`src/rtl/rgb2binary_pipe.sv`:
```
// rtl/rgb2binary_pipe.sv - 3-stage RGB to gray to binary converter; RGB2BIN_COUNT_EN adds a per-frame white-pixel counter
module rgb2binary_pipe #(
  parameter int DW    = 8,
  parameter int W_R   = 77,
  parameter int W_G   = 150,
  parameter int W_B   = 29,
  parameter int CNT_W = 20
) (
  input  logic             CLK,
  input  logic             RST_N,
  input  logic             IN_DE,
  input  logic             IN_HS,
  input  logic             IN_VS,
  input  logic [DW-1:0]    IN_R,
  input  logic [DW-1:0]    IN_G,
  input  logic [DW-1:0]    IN_B,
  input  logic [DW-1:0]    THRESHOLD_LO,
  input  logic [DW-1:0]    THRESHOLD_HI,
  input  logic [1:0]       MODE,
  output logic             OUT_DE,
  output logic             OUT_HS,
  output logic             OUT_VS,
  output logic [3*DW-1:0]  OUT_GRAY,
  output logic             OUT_FLAG,
  output logic [3*DW-1:0]  OUT_BINARY,
  output logic [CNT_W-1:0] WHITE_COUNT,
  output logic             COUNT_VALID
);

  localparam int PW = DW + 8;
  localparam int SW = DW + 10;

  // stage 1: weighted channels
  logic [PW-1:0] p_r, p_g, p_b;
  logic          s1_de, s1_hs, s1_vs;
  // stage 2: gray value
  logic [DW-1:0] s2_gray;
  logic          s2_de, s2_hs, s2_vs;
  // frame-stable classification settings
  logic [1:0]    shadow_mode;
  logic [DW-1:0] shadow_lo, shadow_hi;
  logic          load_pending;

  logic [SW-1:0] sum;
  logic [DW+1:0] gray_full;
  logic [DW-1:0] gray_sat;
  logic          flag;
  logic          vs_rise_in;

  assign vs_rise_in = IN_VS & ~s1_vs;

  // stage 1: multiply each channel by its Q0.8 luma weight
  always_ff @(posedge CLK) begin
    if (!RST_N) begin
      p_r   <= '0;
      p_g   <= '0;
      p_b   <= '0;
      s1_de <= 1'b0;
      s1_hs <= 1'b0;
      s1_vs <= 1'b0;
    end else begin
      p_r   <= PW'(IN_R) * PW'(W_R);
      p_g   <= PW'(IN_G) * PW'(W_G);
      p_b   <= PW'(IN_B) * PW'(W_B);
      s1_de <= IN_DE;
      s1_hs <= IN_HS;
      s1_vs <= IN_VS;
    end
  end

  // rounded sum of weighted channels, scaled back to DW bits with saturation
  always_comb begin
    sum       = SW'(p_r) + SW'(p_g) + SW'(p_b) + SW'(128);
    gray_full = sum[SW-1:8];
    gray_sat  = gray_full[DW-1:0];
    if (|gray_full[DW+1:DW]) gray_sat = '1;
  end

  // stage 2: register gray value and syncs
  always_ff @(posedge CLK) begin
    if (!RST_N) begin
      s2_gray <= '0;
      s2_de   <= 1'b0;
      s2_hs   <= 1'b0;
      s2_vs   <= 1'b0;
    end else begin
      s2_gray <= gray_sat;
      s2_de   <= s1_de;
      s2_hs   <= s1_hs;
      s2_vs   <= s1_vs;
    end
  end

  // shadow settings: load once after reset, then only at each input VS rise
  always_ff @(posedge CLK) begin
    if (!RST_N) begin
      shadow_mode  <= 2'd0;
      shadow_lo    <= '0;
      shadow_hi    <= '0;
      load_pending <= 1'b1;
    end else begin
      if (load_pending || vs_rise_in) begin
        shadow_mode <= MODE;
        shadow_lo   <= THRESHOLD_LO;
        shadow_hi   <= THRESHOLD_HI;
      end
      load_pending <= 1'b0;
    end
  end

  // threshold classification; an inverted band (lo > hi) never matches
  always_comb begin
    flag = 1'b0;
    case (shadow_mode)
      2'd1:    flag = (s2_gray <= shadow_lo);
      2'd2:    flag = (shadow_lo <= s2_gray) && (s2_gray <= shadow_hi);
      default: flag = (s2_gray > shadow_lo);
    endcase
  end

  // stage 3: register outputs, blanked while DE is low
  always_ff @(posedge CLK) begin
    if (!RST_N) begin
      OUT_DE     <= 1'b0;
      OUT_HS     <= 1'b0;
      OUT_VS     <= 1'b0;
      OUT_GRAY   <= '0;
      OUT_FLAG   <= 1'b0;
      OUT_BINARY <= '0;
    end else begin
      OUT_DE <= s2_de;
      OUT_HS <= s2_hs;
      OUT_VS <= s2_vs;
      if (s2_de) begin
        OUT_GRAY   <= {3{s2_gray}};
        OUT_FLAG   <= flag;
        OUT_BINARY <= (shadow_mode == 2'd3) ? {3{s2_gray}} : {(3*DW){flag}};
      end else begin
        OUT_GRAY   <= '0;
        OUT_FLAG   <= 1'b0;
        OUT_BINARY <= '0;
      end
    end
  end

`ifdef RGB2BIN_COUNT_EN
  logic [CNT_W-1:0] white_cnt;
  logic             s3_vs_rise;
  logic             white_px;

  assign s3_vs_rise = s2_vs & ~OUT_VS;
  assign white_px   = s2_de & flag;

  // per-frame white-pixel count, reported and restarted at each stage-3 VS rise
  always_ff @(posedge CLK) begin
    if (!RST_N) begin
      white_cnt   <= '0;
      WHITE_COUNT <= '0;
      COUNT_VALID <= 1'b0;
    end else begin
      COUNT_VALID <= s3_vs_rise;
      if (s3_vs_rise) begin
        WHITE_COUNT <= white_cnt;
        white_cnt   <= CNT_W'(white_px);
      end else if (white_px && (white_cnt != '1)) begin
        white_cnt <= white_cnt + CNT_W'(1);
      end
    end
  end
`else
  assign WHITE_COUNT = '0;
  assign COUNT_VALID = 1'b0;
`endif

endmodule

```
`config.mk`:
```
export PLATFORM = sky130hd
export DESIGN_NAME = rgb2binary_pipe
export DESIGN_NICKNAME = d
export VERILOG_FILES = /design/src/rtl/rgb2binary_pipe.sv
export SDC_FILE = /design/constraint.sdc
export NUM_CORES = 1
export LEC_CHECK = 0
export CAP_MARGIN = 10
export CORE_UTILIZATION = 23
export CTS_BUF_LIST = sky130_fd_sc_hd__clkbuf_8
export DETAILED_ROUTE_END_ITERATION = 6
export PLACE_DENSITY = 0.42
export SYNTH_ARGS = -nofsm -noshare
export SYNTH_HDL_FRONTEND = slang
export SYNTH_SLANG_ARGS = --single-unit
```
`constraint.sdc`:
```
create_clock -name CLK -period 9.15 [get_ports CLK]
set_input_delay 1.83 -clock CLK [delete_from_list [all_inputs] [get_ports CLK]]
set_output_delay 1.83 -clock CLK [all_outputs]
set_load 0.1 [all_outputs]
```
Word level (Yosys, flattened, before mapping)
Index checks and enable logic that the tools add are counted.
- flip-flop bits (word level): 133
- input port bits: 47
- word-level logic and storage cells: 46
- add/subtract/negate cells: 3
- multipliers: 3
- $lt $le $gt $ge: 4
- equality and inequality tests: 3
- mux-type cells: 4
- bitwise logic cells: 2
- reduce and logical (&&, ||, !) cells: 4
- operators with widths (kind ; number):
    $mul 8x7->15 const B ; 2
    $le 8x8->1 ; 3
    $mux 24 ; 1
    $add 17x16->18 ; 1
    $add 18x8->18 const B ; 1
    $add 16x16->17 ; 1
    $mul 8x5->13 const B ; 1
    $gt 8x8->1 ; 1
    $mux 8 ; 1
    $eq 2x2->1 const B ; 2
    $eq 2x1->1 const B ; 1
    $pmux 1 s2 ; 1
    $reduce_and 2->1 ; 1
    $reduce_or 2->1 ; 1
    $and 1x1->1 ; 1
    $logic_and 1x1->1 ; 1
    $logic_or 1x1->1 ; 1
    $mux 1 ; 1
    $not 1->1 ; 1

Logic depth before layout (Yosys ltp)
- depth in word-level cells: 5
- gate-level depth with buffers: 14

Least setup slack after synthesis
OpenSTA, ideal clock, no wires.
- kind: input port to flip-flop
- start: in IN_B[1]
- end: reg p_b[11]
- arrival time: 4.731 ns
- data required time: 9.019 ns
- path slack: 4.288 ns
- cell stages on the path: 12
- cells stage by stage: inv_1 fa_1 inv_1 ha_1 fa_1 ha_1 a21o_1 a21oi_1 o21bai_1 a2111oi_0 o21ai_0 nor3b_1
- longest elaborated chain between the ends: 1
- RTL lines (item ; RTL line ; RTL):
    start, declared ; 16 ; input logic [DW-1:0] IN_B,
    $mul 8x5->13 ; 64 ; p_b <= PW'(IN_B) * PW'(W_B);
    end signal, assigned ; 64 ;
    end, declared ; 34 ; logic [PW-1:0] p_r, p_g, p_b;
Every way passes these cells.
A chain may end at the register's enable or synchronous reset.

Final worst setup path
Same ends and word-level chain as after synthesis.

==> PnR_summary.wiki <==
{| class="wikitable"
! Metric !! Value
|-
| Top Family by Delay on Critical Path || adder cells
|-
| Number of hold buffers added after cts || 0
|-
| Overall die area || 32800 um^2
|-
| Worst-case clock skew || 0.0113 ns
|-
| Register bit count reported by yosys || 96
|-
| Cell with the largest stage delay on the worst path || a2111oi_0
|-
| Number of filler cells placed in the layout || 3410
|-
| Port Buffers || 98
|-
| Average routed wire per standard cell || 12.0 um
|-
| Clock latency on the worst-skew pair || 0.38 ns
|-
| Diode insertion count for antenna repair || 0
|-
| Final-report max-slew violation count || 0
|-
| Cell depth of the worst flop-to-flop path || 11
|-
| CP bufs+invs || 3
|-
| Warnings from Yosys || 0
|-
| Pin count of the biggest net entering global routing || 50
|-
| Clk buf depth || 2
|-
| Highest clock frequency the design can meet || 189 MHz
|-
| Vias per cell || 3.99
|-
| Critical path's largest stage delay || 0.54 ns
|-
| Sequential cell area || 1920 um^2
|-
| Total Routing Usage GR || 9.92%
|-
| Number of distinct standard cells referenced by the synthesized netlist || 55
|-
| First-iteration detailed-routing DRC count || 154
|-
| Number of setup buffers added after CTS || 0
|-
| First-pass GRT wire length || 25.9 mm
|-
| Horizontal die dimension || 181 um
|-
| Area taken by multi-input logic gates || 4590 um^2
|-
| Netlist area before placement || 7370 um^2
|-
| Total detailed-routing wirelength || 15.2 mm
|-
| Cell accounting for the most synthesized area || dfxtp_1
|-
| Number of H-tree branching levels || 3
|-
| Worst r2r src || p_r[9]
|-
| HP Start || s2_vs
|-
| Synthesized area per cell || 9.23 um^2
|-
| Site Rows || 65
|-
| Initial antenna violation count || 0
|-
| Core box area || 31600 um^2
|-
| Critical path destination || p_b[11]
|-
| Placement-stage worst setup slack || 3.47 ns
|-
| Top cells by area, synth || dfxtp_1 26%, ha_1 25%, fa_1 10%
|-
| Start-to-end type of the worst setup path || input pin to flop
|-
| Hold violation count in the final report || 0
|-
| Post-route worst setup slack || 3.87 ns
|-
| Critical register-to-register path endpoint || s2_gray[6]
|-
| CTS Root Cell || clkbuf_8
|-
| Final antenna-violating net count || 0
|-
| Depth of the critical timing path with buffers and inverters included || 13
|-
| Critical path startpoint category || input pin
|-
| Final Net Count || 1095
|-
| Number of synthesized flops with an enable pin || 0
|-
| Worst reg-to-reg setup slack || 5.83 ns
|-
| Maximum fanout along the worst path || 4
|-
| Placer congestion estimate || 0.773
|-
| Die height || 181 um
|-
| Final Cell Area || 8680 um^2
|-
| DRT Pass-1 Iters || 4
|-
| Number of max-cap violations || 0
|-
| Worst-path cell chain || clkdlybuf4s50_1 > inv_1 > fa_1 > inv_1 > ha_1 > fa_1 > ha_1 > a21o_1 > a21oi_1 > o21bai_1 > a2111oi_0 > o21ai_0 > nor3b_1
|-
| Worst IR drop on VDD || 122 uV
|-
| Number of failing setup endpoints in the final timing report || 0
|-
| Post-DP HPWL || 12.5 mm
|-
| Post-detailed-route DRC marker count || 0
|-
| Min-Delay Path Class || flop to flop
|-
| TritonCTS clock tree || yes
|-
| Post-route minimum period || 5.28 ns
|-
| Tightest slew margin relative to the limit || 32.4%
|-
| Placement-stage cell area || 8500 um^2
|-
| Clock transition at the registers of the reported paths || 0.10 ns
|-
| Total negative setup slack || 0 ns
|-
| Via count of the first global-routing pass || 5223
|-
| Worst Setup SP || IN_B[1]
|-
| Most instantiated cells after synthesis || 146 x ha_1, 129 x inv_1, 96 x dfxtp_1, 53 x buf_4, 50 x nand2_1
|-
| CP Data Required Time || 9.41 ns
|-
| Setup repair after global routing missed its margin || no
|-
| Share of final-layout standard cells stronger than drive strength 1 || 3.45%
|-
| Period utilization || 57.7%
|-
| Slew at the pin closest to its max-slew limit || 1.01 ns
|-
| Result of the run || complete, no violations
|-
| Most frequent cell after synthesis || ha_1
|-
| Number of resized instances in the post-cts repair step || 0
|-
| Most used flip-flop cell after synthesis || dfxtp_1
|-
| Starting Density || 23.4%
|-
| Area share of the leading cell type in the synthesized netlist || 26.1%
|-
| Overall overflow remaining after global route || 0
|-
| Overall via count from detail_route || 5072
|-
| Top-level I/O count || 120
|-
| Leakage power of the design || 4.23 nW
|-
| P&R area growth vs syn || 17.8%
|-
| Number of buffers inserted during clock tree synthesis || 9
|-
| Sequential cell area fraction in the yosys report || 26.1%
|-
| Crit path DAT || 5.54 ns
|-
| Power per unit of standard cell area || 223 nW/um^2
|-
| CTS Sinks || 96
|-
| Post-synthesis async set-or-reset flop share || 0%
|-
| Gate count of the mapped netlist || 799
|-
| CP Capture Type || flop
|}
[report_power, final]
group / internal (mW) / switching [mW] / total [mW]
logic: 0.479 / 0.659 / 1.14
clock network: 0.104 / 0.163 / 0.266
registers: 0.495 / 0.0413 / 0.536
total: 1.08 / 0.863 / 1.94
[kinds of logic (layout without fill, tap and decap cells)]
kind of cell	Yosys count	after routing	synth area share (%)
DFF	96	96	26.1
adders and majority gates	184	184	35.1
and+or+nand+nor	163	163	11.1
buffers and inverters	196	246	12.7
AOI/OAI and AO/OA	132	132	11.7
other	1	21	0.0509
xor gates and xnor gates	25	25	2.97
muxes	2	2	0.272
[layout by cell type, fill, tap and decap left out, types with 4 or more instances in the layout]
cell type          n
a211oi_1           4
a21o_1            19
a21oi_1           43
a31oi_1            5
and2_1            23
and3_1             9
and4_1             4
clkbuf_8           9
clkdlybuf4s50_1   97
conb_1            21
dfxtp_1           96
fa_1              38
ha_1             146
inv_1            129
nand2_1           50
nand2b_1           5
nand3_1            7
nand4_1            4
nor2_1            33
nor3_1            10
o211ai_1           5
o21a_1            13
o21ai_0           22
xnor2_1           15
xor2_1            10
[flip-flops by register name (all words and copies together), names as in the netlist, 2 cells and up]
| signal | cells |
|---|---|
| p_b | 13 |
| shadow_lo | 8 |
| OUT_GRAY | 8 |
| OUT_BINARY | 8 |
| s2_gray | 8 |
| shadow_mode | 2 |
| shadow_hi | 8 |
| p_g | 15 |
| p_r | 15 |
[through the flow]
stage / cells / hold slack [ns] / util, % / power [mW]
after detailed placement: 1255 / 0.419 / 26.9 / 1.70
final: 1271 / 0.441 / 27.5 / 1.94
after CTS: 1271 / 0.447 / 27.5 / 1.99
after global placement: 1255 / 0.415 / 26.9 / 1.71
after floorplan: 819 / 0.412 / - / 1.45
after global routing: 1271 / 0.457 / 27.5 / 2.16
[worst min path at each step]
stage | slack (ns) | cells after the start | endpoint
global placement | 0.42 | 1 | s2_hs
CTS | 0.45 | 1 | s2_hs
global route | 0.46 | 1 | OUT_VS
detailed placement | 0.42 | 1 | OUT_HS
finish | 0.44 | 1 | OUT_VS
floorplan | 0.41 | 1 | OUT_HS
[worst register-to-register path, delay by kind of cell, from the launching register on]
kind,cells,cell delay [ns]
fa+ha+maj,3,1.19
simple gates,3,0.88
compound gates,3,0.74
flops,1,0.32
buf+inv,2,0.10
[layer usage]
metal	vias up	routed length [um]	GRT usage, %
li1	2695	-	-
met1	2279	7340	12.4
met2	90	7180	17.3
met3	8	580	2.38
met4	0	119	1.93
met5	-	0	0
[layout make-up]
type	count	area share, %
inverter	129	5.58
clock inverter	7	0.735
sequential	96	22.1
timing repair buffer	101	11.5
tap	402	5.79
multi-input combinational	527	52.8
clock buffer	9	1.43
Power figures use the tool's default switching activity.
==> patch 1 (config.mk and constraints unchanged) <==
Build with the macro `RGB2BIN_COUNT_EN` defined.
--- a/src/rtl/rgb2binary_pipe.sv
+++ b/src/rtl/rgb2binary_pipe.sv
@@ -1,4 +1,6 @@
 // rtl/rgb2binary_pipe.sv - 3-stage RGB to gray to binary converter; RGB2BIN_COUNT_EN adds a per-frame white-pixel counter
+`define RGB2BIN_COUNT_EN
+
 module rgb2binary_pipe #(
   parameter int DW    = 8,
   parameter int W_R   = 77,
Behaviour: not the same (Yosys sat finds a counterexample within 4 cycles, from zero or initial values and one cycle with RST_N low).
==> patch 1 against the unedited design <==
Wire length up 31%. Clock skew up 0.0084 ns. Via count up 28%. Critical path type unchanged. Total power up 19%. Cell count up 23%. Critical endpoint is now p_g[14]$_SDFF_PN0_. Critical path depth up 1. Area after synthesis up 20%. Cell area up 24%. Setup slack better by 0.15 ns. First-iteration DRC count up 35%. Sequential cell count up 41.
==> patch 1: results (changes against the unedited design) <==
* Status: finished, final reports clean
* Syn Nets at 1181
* Commonest cells post-synth: ha_1 (147), dfxtp_1 (137), inv_1 (130)
* VDD IR max at 0.108 mV (-12%)
* Synth top area cells: dfxtp_1 (31%), ha_1 (21%), fa_1 (8.6%)
* Largest registers: WHITE_COUNT x20, white_cnt x20
* Met2 Track Usage GR at 18.6% (+1.4 points)
* Hold Crit Class: register to register
* Final GP Congestion at 0.739 (-4.4%)
* Sequential power share at 30.7% (+3.1 points)
* CTS clk-pin slew, worst paths at 0.09 ns
* Dpl hpwl at 15500 µm (+24%)
* Largest net degree at the start of global routing at 42 (-16%)
* CP max FO at 4 (unchanged)
* Slowest stage delay, CP at 0.56 ns (+0.02 ns)
* GRT met3 Usage at 2.15% (-0.23 points)
* Post-synth cell types at 58 (+5.5%)
* Critical Path Slowest Stage Cell: clkdlybuf4s50_1
* WL per Instance at 12.8 µm (+6.7%)
* Global-route met1 utilization at 13.2% (+0.78 points)
* Switch share at 42.0% (-2.5 points)
* # Post-CTS Setup Buffers at 0 (unchanged)
* CTS Buf Count at 17 (+8)
* Final nets at 1267 (+16%)
* Root Buffer Master: clkbuf_8
* Post-cts sizing count at 0 (unchanged)
* Setup Skew at 0.0196 ns (+0.00836 ns)
* DR iter-0 viols at 208 (+35%)
* IO buf count at 119 (+21%)
* Post-Syn Instances at 949 (+19%)
* Detailed Route WL at 19900 µm (+31%)
* Seq/Total Area, Yosys at 30.9% (+4.8 points)
* First-pass GRT wire length at 32900 µm (+27%)
* Placed Cells at 1527 (+22%)
* Number of global-route vias before repair at 6538 (+25%)
* Layout cell share with drive strength beyond 1 at 6.20% (+2.8 points)
* Via/cell ratio at 4.17 (+4.5%)
* Overall routing resource usage at 10.6% (+0.71 points)
* Clk_lat worst skew at 0.45 ns (+0.07 ns)
* Leakage Power at 4.79 nW (+13%)
* CTS H-tree depth at 4 (+1)
* Final total power at 2.32 mW (+19%)
* Top cell type by total area after synthesis: dfxtp_1
* Worst slew pin tran at 1.20 ns (+0.192 ns)
* Drt first pass iters at 4 (unchanged)
* Comb power frac at 48.3% (-10 points)
## patch 1: worst paths after layout
kind | endpoint | from | cells past startpoint | slack (ns)
worst max register to register | s2_gray[2]$_SDFF_PN0_ | p_r[4]$_SDFF_PN0_ | 12 | 5.60
worst min-delay path | s2_hs$_SDFF_PN0_ | s1_hs$_SDFF_PN0_ | 1 | 0.44
worst max-delay path | p_g[14]$_SDFF_PN0_ | IN_G[6] | 14 | 4.02
worst min register to register | s2_hs$_SDFF_PN0_ | s1_hs$_SDFF_PN0_ | 1 | 0.44
## patch 1: area by class of cell
cell class	instances	area (µm²)
clock buffers	17	234
clock inverters	15	136
diodes	1	2.50
repair buffers	124	1230
well taps	511	639
multi-input cells	625	5280
inverters	130	488
fillers	4076	27100
flip-flops and latches	137	2740
## patch 1: logic make-up after synthesis
group	share of synthesized area (%)
DFF	30.9
muxes	0.338
AOI/OAI and AO/OA	13.2
xor gates and xnor gates	2.86
and+or+nand+nor	13.7
adders and majority gates	29.3
buffers and inverters	9.64
## patch 1: routing by layer
metal / vias up / wire, µm / part of all wire, %
li1: 3363 / - / -
met5: - / 0 / 0
met2: 121 / 9470 / 47
met1: 3013 / 9590 / 48
met3: 9 / 718 / 3.6
met4: 0 / 162 / 0.81
## patch 1: through the flow
| step | worst slack, ns | instance area, µm² | hold slack (ns) |
|---|---|---|---|
| after detailed placement | 3.56 | 10400 | 0.418 |
| after floorplan | 4.30 | 8870 | 0.412 |
| final | 4.02 | 10700 | 0.439 |
| after global routing | 3.84 | 10700 | 0.443 |
| after global placement | 3.61 | 10400 | 0.415 |
| after CTS | 4.06 | 10700 | 0.439 |
==> patch 2 (config.mk and constraints unchanged) <==
Made on the original files. Register the output `OUT_FLAG` once more, cleared by the reset; this adds one clock of latency there. The other outputs are not delayed to match.
--- a/src/rtl/rgb2binary_pipe.sv
+++ b/src/rtl/rgb2binary_pipe.sv
@@ -29,6 +29,8 @@
 
   localparam int PW = DW + 8;
   localparam int SW = DW + 10;
+
+  logic OUT_FLAG_s0;
 
   // stage 1: weighted channels
   logic [PW-1:0] p_r, p_g, p_b;
@@ -125,7 +127,7 @@
       OUT_HS     <= 1'b0;
       OUT_VS     <= 1'b0;
       OUT_GRAY   <= '0;
-      OUT_FLAG   <= 1'b0;
+      OUT_FLAG_s0 <= 1'b0;
       OUT_BINARY <= '0;
     end else begin
       OUT_DE <= s2_de;
@@ -133,11 +135,11 @@
       OUT_VS <= s2_vs;
       if (s2_de) begin
         OUT_GRAY   <= {3{s2_gray}};
-        OUT_FLAG   <= flag;
+        OUT_FLAG_s0 <= flag;
         OUT_BINARY <= (shadow_mode == 2'd3) ? {3{s2_gray}} : {(3*DW){flag}};
       end else begin
         OUT_GRAY   <= '0;
-        OUT_FLAG   <= 1'b0;
+        OUT_FLAG_s0 <= 1'b0;
         OUT_BINARY <= '0;
       end
     end
@@ -172,5 +174,13 @@
   assign COUNT_VALID = 1'b0;
 `endif
 
+  always_ff @(posedge CLK) begin
+    if (!RST_N) begin
+      OUT_FLAG <= '0;
+    end else begin
+      OUT_FLAG <= OUT_FLAG_s0;
+    end
+  end
+
 endmodule
 
Behaviour: not the same (a bounded check fails within 4 cycles, from zero or initial values and one cycle with RST_N low).
==> patch 2 against the unedited design <==
Total power decreased by 0.53%. Sequential power barely moved. Synthesized cell count grew 0.63%. Cell area grew 0.23%. Wire length shrank 0.34%. Global-route usage down 0.18 points. Die area increased by 0.24%. Setup slack improved by 0.020 ns. Cell count rose by 0.39%. Fmax increased by 0.37%. Area after synthesis is 0.24% higher. Via count is 2.1% higher. Sequential cell count increased by 1. Largest cell class unchanged.
==> patch 2: results (changes against the unedited design) <==
* CP Capture Point: p_b[11]$_SDFF_PN0_
* Largest registers: p_g x15, p_r x15, p_b x13
* CP delay by family, top: adder cells
* Hold Path Sink: s2_hs$_SDFF_PN0_
* CTS Buf Count at 9 (unchanged)
* Seq/Total Area, Yosys at 26.3% (+0.21 points)
* Required @ worst endpoint at 9.40 ns (about the same)
* Commonest cells post-synth: ha_1 (146), inv_1 (131), dfxtp_1 (97)
* Setup Skew at 0.0186 ns (+0.00731 ns)
* Number of global-route vias before repair at 5226 (+0.057%)
* Hold Crit Class: register to register
* Status: finished, final reports clean
* Layout Cells excl Fill at 1276 (+0.39%)
* CTS clk-pin slew, worst paths at about 0.11 ns
* # Post-CTS Setup Buffers at 0 (unchanged)
* Final GP Congestion at 0.777 (+0.52%)
* Synth top area cells: dfxtp_1 (26%), ha_1 (25%), fa_1 (10%)
* Dpl hpwl at 12400 µm (-0.41%)
* IO buf count at 98 (unchanged)
* DR iter-0 viols at 122 (-21%)
* Critical Path Slowest Stage Cell: clkdlybuf4s50_1
* ANT cells at 0 (unchanged)
* Detailed Route WL at 15200 µm (-0.34%)
* Syn. warnings at 0 (unchanged)
* Layout cell share with drive strength beyond 1 at 3.32% (-0.13 points)
* CTS H-tree depth at 3 (unchanged)
* HP Start: s1_hs$_SDFF_PN0_
* VDD IR max at 0.0992 mV (-19%)
* Largest net degree at the start of global routing at 44 (-12%)
* Final nets at 1100 (+0.46%)
* Worst slew pin tran at 0.974 ns (-0.0371 ns)
* WHS Path Cells at 1 (unchanged)
* Via/cell ratio at 4.06 (+1.7%)
* Longest Clk Path Bufs at 2 (unchanged)
* RR Startpoint: p_r[6]$_SDFF_PN0_
* R2r setup slk at 5.91 ns (+0.08 ns)
* Prevailing post-synth register cell: dfxtp_1
* First-pass GRT wire length at 25500 µm (-1.7%)
* Mean post-synth cell area at 9.19 µm² (-0.39%)
* Overall routing resource usage at 9.74% (-0.18 points)
* Number of synthesized flops with an enable pin at 0 (unchanged)
* Setup TNS at 0 ns (unchanged)
* R2R depth at 11 (unchanged)
* Post-cts sizing count at 0 (unchanged)
* Clk_lat worst skew at 0.39 ns
* Fill cells at 3413 (+0.088%)
* Leakage Power at 4.23 nW (about the same)
* Worst Setup SP: IN_B[1]
* Drt first pass iters at 6 (+2)
* Reg-to-reg endpoint: s2_gray[0]$_SDFF_PN0_
* FFs w/ async S/R, synth at 0% (unchanged)
[patch 2: cell types whose count changed after synthesis, moves of 3 or more]
cell and change:
xor2_1 +4, a21oi_1 +4, buf_1 -3, o21a_1 -7
[patch 2: metrics by stage]
stage	setup slack, ns	area (µm²)	util, %	hold slack, ns
global placement	3.54	8520	27.0	0.416
CTS	3.89	8700	27.6	0.445
floorplan	4.30	7460	-	0.412
global route	3.53	8700	27.6	0.469
detailed placement	3.48	8520	27.0	0.418
finish	3.89	8700	27.6	0.442
[patch 2: metal layers]
metal	vias to the layer above	share of wire, %	GRT usage [%]
met5	-	0	0
met4	0	0.91	2.24
met3	12	3.2	2.04
met2	92	48	17.1
met1	2371	48	12.1
li1	2701	-	-
[patch 2: final cells by class]
cell class	instances	share of cell area (%)
Clock inverter	7	0.704
Inverter	132	5.69
Clock buffer	9	1.42
Sequential cell	97	22.3
Multi-Input combinational cell	529	52.7
Tap cell	402	5.78
Timing Repair Buffer	100	11.4
[patch 2: kinds of logic (layout without fill, tap and decap cells)]
kind of cell	count (synthesis)	in the layout	synth area share [%]
AOI/OAI and AO/OA	130	130	11.4
xor gates and xnor gates	28	28	3.32
adders and majority gates	184	184	35.0
buffers and inverters	198	248	12.8
DFF	97	97	26.3
muxes	2	2	0.271
other	1	21	0.0508
and+or+nand+nor	164	164	10.9
[patch 2: report_power, final]
group,internal [mW],leakage (nW),switching [mW]
registers,0.499,0.801,0.0369
clock network,0.104,0.0936,0.166
logic,0.459,3.33,0.664
[patch 2: worst register-to-register path, stage by stage, from the launching register on]
cell and delay (ns):
dfxtp_1 0.32, inv_1 0.06, fa_1 0.40, inv_1 0.08
fa_1 0.42, ha_1 0.34, o21a_1 0.11, o21ai_0 0.42
nor2_1 0.09, a221o_1 0.41, a31oi_2 0.36, a21oi_1 0.11
